==> src/rtl/fft_addr_sequencer.sv <==
// fft_addr_sequencer: load/process/drain/output phase machine and address generator
// for an in-place radix-2 DIT FFT working across two ping-pong sample banks.
module fft_addr_sequencer #(
  parameter int LOG2N    = 6,
  parameter int PIPE_LAT = 2
) (
  input  logic             clk,
  input  logic             reset,
  input  logic             start,
  input  logic             in_valid,
  input  logic             out_ready,
  output logic [LOG2N-1:0] rd_addr_a,
  output logic [LOG2N-1:0] rd_addr_b,
  output logic [LOG2N-1:0] wr_addr_a,
  output logic [LOG2N-1:0] wr_addr_b,
  output logic             we_a,
  output logic             we_b,
  output logic             rd_bank,
  output logic             wr_bank,
  output logic [LOG2N-2:0] twiddle_addr,
  output logic [LOG2N-1:0] out_addr,
  output logic             out_valid,
  output logic             busy,
  output logic             done
);
  localparam int W = 2 * LOG2N + 2;
  localparam logic [LOG2N-1:0] LAST       = '1;
  localparam logic [LOG2N-1:0] HALF_LAST  = LAST >> 1;
  localparam logic [LOG2N-1:0] DRAIN_LAST = LOG2N'(PIPE_LAT - 1);
  localparam logic [3:0]       LVL_LAST   = 4'(LOG2N - 1);
  localparam logic             RES_BANK   = 1'(LOG2N % 2);
  localparam logic [LOG2N-2:0] ONES       = '1;

  typedef enum logic [2:0] {IDLE, LOAD, PROC, DRAIN, OUT} state_t;

  state_t           state, state_n;
  logic [LOG2N-1:0] cnt, cnt_n, brev, ja, jb;
  logic [3:0]       lvl, lvl_n;
  logic [W-1:0]     dl [PIPE_LAT];
  logic [W-1:0]     tail, issue;

  genvar i;
  for (i = 0; i < LOG2N; i++) begin : g_brev
    assign brev[i] = cnt[LOG2N-1-i];
  end

  assign ja    = {cnt[LOG2N-2:0], 1'b0};
  assign jb    = {cnt[LOG2N-2:0], 1'b1};
  assign tail  = dl[PIPE_LAT-1];
  // Delay-line word: {we, bank, addr_a, addr_b}; reads are zero outside PROC.
  assign issue = {state == PROC, state == PROC && !lvl[0], rd_addr_a, rd_addr_b};

  always_ff @(posedge clk or posedge reset) begin
    if (reset) begin
      state <= IDLE;
      cnt   <= '0;
      lvl   <= '0;
      for (int k = 0; k < PIPE_LAT; k++) dl[k] <= '0;
    end else begin
      state <= state_n;
      cnt   <= cnt_n;
      lvl   <= lvl_n;
      dl[0] <= issue;
      for (int k = 1; k < PIPE_LAT; k++) dl[k] <= dl[k-1];
    end
  end

  always_comb begin
    state_n      = state;
    cnt_n        = cnt;
    lvl_n        = lvl;
    rd_addr_a    = '0;
    rd_addr_b    = '0;
    twiddle_addr = '0;
    rd_bank      = 1'b0;
    wr_addr_a    = tail[W-3:LOG2N];
    wr_addr_b    = tail[LOG2N-1:0];
    we_a         = tail[W-1];
    we_b         = tail[W-1];
    wr_bank      = tail[W-2];
    out_addr     = '0;
    out_valid    = 1'b0;
    done         = 1'b0;
    busy         = state != IDLE;
    case (state)
      IDLE: if (start) begin
        state_n = LOAD;
        cnt_n   = '0;
        lvl_n   = '0;
      end
      LOAD: begin
        wr_addr_a = brev;
        we_a      = in_valid;
        wr_bank   = 1'b0;
        if (in_valid) begin
          cnt_n   = cnt + 1'b1;
          state_n = cnt == LAST ? PROC : LOAD;
        end
      end
      PROC: begin
        // Butterfly pair (2j, 2j+1) rotated left by the level index.
        rd_addr_a    = LOG2N'({ja, ja} << lvl >> LOG2N);
        rd_addr_b    = LOG2N'({jb, jb} << lvl >> LOG2N);
        twiddle_addr = cnt[LOG2N-2:0] & ~(ONES >> lvl);
        rd_bank      = lvl[0];
        cnt_n        = cnt == HALF_LAST ? '0 : cnt + 1'b1;
        state_n      = cnt == HALF_LAST ? DRAIN : PROC;
      end
      DRAIN: begin
        rd_bank = lvl[0];
        cnt_n   = cnt + 1'b1;
        if (cnt == DRAIN_LAST) begin
          cnt_n   = '0;
          state_n = lvl == LVL_LAST ? OUT : PROC;
          lvl_n   = lvl == LVL_LAST ? lvl : lvl + 4'd1;
        end
      end
      OUT: begin
        rd_bank   = RES_BANK;
        out_valid = 1'b1;
        out_addr  = cnt;
        if (out_ready) begin
          cnt_n   = cnt + 1'b1;
          done    = cnt == LAST;
          state_n = cnt == LAST ? IDLE : OUT;
        end
      end
      default: state_n = IDLE;
    endcase
  end
endmodule

==> config.mk <==
export PLATFORM = sky130hd
export DESIGN_NAME = fft_addr_sequencer
export DESIGN_NICKNAME = d
export VERILOG_FILES = /design/src/rtl/fft_addr_sequencer.sv
export SDC_FILE = /design/constraint.sdc
export NUM_CORES = 1
export LEC_CHECK = 0
export BUFFER_PORTS_ARGS = -buffer_cell sky130_fd_sc_hd__buf_2
export CAP_MARGIN = 20
export CELL_PAD_IN_SITES_DETAIL_PLACEMENT = 1
export CELL_PAD_IN_SITES_GLOBAL_PLACEMENT = 2
export CORE_ASPECT_RATIO = 1.1
export CORE_MARGIN = 1
export CORE_UTILIZATION = 36
export DETAILED_ROUTE_END_ITERATION = 8
export HOLD_SLACK_MARGIN = 0.05
export MAX_ROUTING_LAYER = met4
export PLACE_DENSITY_LB_ADDON = 0.1
export SLEW_MARGIN = 20
export SYNTH_ARGS = -nofsm -noshare
export SYNTH_HDL_FRONTEND = slang
export SYNTH_SLANG_ARGS = --single-unit
==> constraint.sdc <==
create_clock -name clk -period 6 [get_ports clk]
set_input_delay 1.2 -clock clk [delete_from_list [all_inputs] [get_ports clk]]
set_output_delay 1.2 -clock clk [all_outputs]
set_load 0.05 [all_outputs]
Word-level counts from Yosys, hierarchy flattened
Cells that the tools add are included.
{ "op_classes": {"n_reduce_logical": 10, "mux": 30, "bitwise_logic": 2, "n_shift": 3, "add_sub_neg": 2, "eq_ne": 13} }
{ "ops": {"columns": ["cell", "n"], "rows": [
  ["6-bit 2-to-1 mux", 9],
  ["6-bit case mux with 5 select lines", 1],
  ["12-bit by 4-bit left shift with 12-bit output", 2],
  ["3-bit 2-to-1 mux", 6],
  ["3-bit case mux with 5 select lines", 1],
  ["4-bit 2-to-1 mux", 3],
  ["4-bit AND reduction", 3],
  ["2-bit != test (second input constant)", 5],
  ["4-bit case mux with 2 select lines", 1],
  ["1-bit 2-to-1 mux", 7],
  ["6-bit by 1-bit adder with 6-bit output (second input constant)", 1],
  ["3-bit by 2-bit == test with 1-bit output (second input constant)", 2],
  ["6-bit by 1-bit == test with 1-bit output (second input constant)", 1],
  ["6-bit by 5-bit == test with 1-bit output (second input constant)", 1],
  ["6-bit == test (second input constant)", 1],
  ["5-bit bitwise AND", 1],
  ["5-bit 2-to-1 mux", 1],
  ["5-bit inverter", 1],
  ["5-bit nonzero test", 1],
  ["5-bit by 4-bit right shift with 5-bit output (first input constant)", 1],
  ["4-bit by 1-bit adder with 4-bit output (second input constant)", 1],
  ["4-bit by 3-bit == test with 1-bit output (second input constant)", 1],
  ["3-bit by 1-bit == test with 1-bit output (second input constant)", 1],
  ["3-bit == test (second input constant)", 1],
  ["7 further kinds", 7]
]} }
{ "word_totals": {"in_bits": 5, "elab_cells": 65, "out_inout_bits": 42, "reg_bits": 41} }

Longest topological paths before layout
{ "logic_depth": {"ltp_word": 4, "mapped_depth": 9, "mapped_depth_nobuf": 7} }

Worst setup path before layout
Ideal clock, no wire load.
{ "synth_timing": {"path_type": "reg2out", "from": "reg lvl[1]", "to": "out twiddle_addr[0]", "t_required_ns": 4.800, "arrival_ns": 2.204, "n_path_buf": 1, "stages_incl_launch_ff": 7, "path_slack_ns": 2.596, "path_cell_list": "dfrtp_1 -> buf_2 -> inv_2 -> ha_1 -> inv_1 -> a21oi_1 -> nor3b_1"} }
{ "synth_via": {"elab_chain_cells": 4} }
{ "synth_lines": {"columns": ["item", "line_no", "text"], "rows": [
  ["start, declared", "38", "logic [3:0] lvl, lvl_n;"],
  ["start signal, assigned", "62", "lvl <= lvl_n;"],
  ["5-bit by 4-bit right shift with 5-bit output", "104", "twiddle_addr = cnt[LOG2N-2:0] & ~(ONES >> lvl);"],
  ["5-bit inverter", "104", null],
  ["5-bit bitwise AND", "104", null],
  ["5-bit 2-to-1 mux", "85", "case (state)"],
  ["end, declared", "20", "output logic [LOG2N-2:0] twiddle_addr,"]
]} }
No other way between the ends.

Worst setup path in the final report
{ "layout_timing": {"from": "reg lvl[0]", "to": "out rd_addr_a[5]"} }
{ "layout_via": {"elab_chain_cells": 2} }
{ "layout_lines": {"columns": ["item", "line_no", "text"], "rows": [
  ["12-bit by 4-bit left shift with 12-bit output", "102", "rd_addr_a = LOG2N'({ja, ja} << lvl >> LOG2N);"],
  ["6-bit 2-to-1 mux", "85", null],
  ["end, declared", "12", "output logic [LOG2N-1:0] rd_addr_a,"]
]} }
No other way between the ends.

==> flow_summary.ini <==
[synthesis]
ys_types = 52
synthArstFlopShare = 1.00
yosysWarnings = 0
synth_top_cell_area_share = 0.421
ys_seq_area_frac = 0.421
syn-num-nets = 269
synthFlopType = dfrtp_1
synthCells = 258
avgSynthCellArea_um2 = 9.45
synth_edf_count = 0
ys_ff_latch = 41
yosys.area.top_type = dfrtp_1
synth_area_um2 = 2440
synth_area_leaders = dfrtp_1, buf_4, mux2i_1, nand2_1, mux2_2

[drt]
drc = 0
routed-via-count = 1913
drtIter0Drc = 144
drt_first_pass_iters = 7
totalWireLength_um = 6360
avgViaCountPerCell = 5.39
ant_nets = 0
avgRoutedWirePerCell_um = 17.9

[placed_design]
finalWeightedCongestion = 0.779
io_buffer_count = 46
dp_hpwl_um = 4450
placed_cell_area_um2 = 2540

[status]
status = finished clean

[final_layout]
diodes = 0
nets = 283
drive_gt1_frac = 0.256
areaGrowthSynthToFinish_pct = 9.85
nFillCells = 765
final_area_um2 = 2680
final_util = 0.409

[sta]
min_period_over_period = 0.655
grt_setup_unrepaired = false
tightest_slew_ps = 1040
fmaxAchievable_mhz = 254
slew_viol_final = 0
fin_setup_tns_ps = 0
whs_ps = 353
final-hold-violation-count = 0
fin_crit_ps = 3930
finClkSkew_ps = 9.07
slew-limit-headroom = 0.307
final-setup-viol-count = 0

[global_route]
grt_pass1_wl_um = 10200
antenna_found_initial = 0
track_usage = 0.197
grt_pass1_vias = 1907
grt.overflow.total = 0
grt_max_degree = 42

[clock_tree]
clockBufferDepth = 2
postCtsSetupBuffers = 0
insertion_delay_ps = 300
clock-sinks = 41
cts_hold_buf = 0
post_cts_resized = 0
numCtsBuffers = 5
cts_tree = yes
ctsHtreeMaxLevel = 2
root_buffer = clkbuf_8
clk_pin_slew_ps = 90

[critical_path]
crit_start = lvl[0]
startpoint_type = flip-flop
cp_max_fo = 24
worstPathArrival_ps = 2730
timing.rr.end = cnt[5]
r2r_slack_ps = 3630
cp.required_ps = 4800
worstReg2RegStart = state[1]
r2r_cells = 4
crit_path_end = rd_addr_a[5]
worst_setup_path_end_kind = primary output
crit_type = reg -> out

[power]
vdd_drop_max_uv = 133
leakagePower_nw = 1.34
power_density_nw_per_um2 = 330
p_total_mw = 0.885

[die]
row_count = 31
fp.dieArea_um2 = 7110
die_h_um = 88.3
coreArea_um2 = 6560
initial_core_util = 0.372
ios = 47
die_w_um = 80.5

[run]
drv_cap = 0

[hold_path]
min_path_type = reg -> reg
-- routing by layer --
| layer | vias to the layer above | wire [um] | global-route usage |
|---|---|---|---|
| met5 | - | 0 | - |
| met1 | 955 | 3000 | 0.255 |
| met3 | 10 | 250 | 0.0361 |
| li1 | 912 | - | - |
| met2 | 36 | 2960 | 0.300 |
| met4 | 0 | 151 | 0.0877 |
-- flip-flops by register name (all words and copies together) (netlist names) --
name	count
state	3
lvl	4
cnt	6
dl	14
tail	14
-- worst min path at each step --
| stage | from | end | slack, ps | cells past startpoint |
|---|---|---|---|---|
| floorplan | dl[14] | tail[0] | 330 | 0 |
| global placement | dl[22] | tail[8] | 330 | 0 |
| detailed placement | dl[20] | tail[6] | 340 | 0 |
| CTS | dl[20] | tail[6] | 360 | 0 |
| global route | dl[19] | tail[5] | 360 | 0 |
| finish | dl[20] | tail[6] | 350 | 0 |
-- final cells by class --
type                            count  area, um2  area share
Inverter                           13       48.8      0.0182
Clock buffer                        5       68.8      0.0257
Tap cell                           82        103      0.0383
Clock inverter                      3       68.8      0.0257
Multi-Input combinational cell    164       1130       0.420
Sequential cell                    41       1030       0.383
Timing Repair Buffer               47        238      0.0887
-- metrics by stage --
step,setup slack (ps),cells
global placement,2350,347
finish,2070,355
detailed placement,2360,347
floorplan,2600,258
global route,1800,355
CTS,2020,355
-- Yosys cell counts, drive strengths merged, types with 2 or more instances --
master,count
inv,13
a2111oi,2
nor2,11
or2,2
nand4,2
a31oi,3
o21ai,9
a211oi,8
and3b,2
dfrtp,41
buf,25
nand2,23
and3,4
nor2b,5
a221oi,4
mux2,8
a41oi,2
nor3b,2
nand2b,6
a311oi,2
nand3,3
a21oi,12
nor3,12
and2,10
a211o,2
a22o,3
ha,6
mux2i,9
clkbuf,15
-- cell families (layout without fill, tap and decap cells) --
logic type      count (synthesis)  after routing  synth area share
flops                          41             41             0.421
mux                            17             17            0.0739
xor+xnor                        1              1           0.00359
compound gates                 56             56             0.170
simple gates                   84             84             0.183
buf+inv                        53             68             0.119
fa+ha+maj                       6              6            0.0308
-- critical path: stages (launching register included) --
cell and delay (ps):
dfrtp_1 840, inv_1 280, and2_1 230, a211oi_1 290, a211oi_1 110, a211oi_1 350
buf_2 330
-- layout by cell type, fill, tap and decap left out, drive strengths merged, types with 2 or more instances in the layout --
| cell type | n |
|---|---|
| and2 | 10 |
| a21oi | 12 |
| dfrtp | 41 |
| a211o | 2 |
| nor2 | 11 |
| a31oi | 3 |
| mux2 | 8 |
| nand2 | 23 |
| mux2i | 9 |
| and3 | 4 |
| clkbuf | 5 |
| ha | 6 |
| nand2b | 6 |
| or2 | 2 |
| o21ai | 9 |
| and3b | 2 |
| nand3 | 3 |
| a2111oi | 2 |
| nor2b | 5 |
| nand4 | 2 |
| nor3b | 2 |
| a221oi | 4 |
| nor3 | 12 |
| a41oi | 2 |
| buf | 47 |
| a22o | 3 |
| a211oi | 8 |
| a311oi | 2 |
| inv | 14 |
| bufinv | 2 |
-- power by group --
part	internal (mW)	switching, mW	leakage, nW
clock	0.168	0.109	0.0687
combinational	0.0911	0.164	0.711
sequential	0.292	0.0611	0.565
No activity file was read; power rests on OpenSTA's default activity.
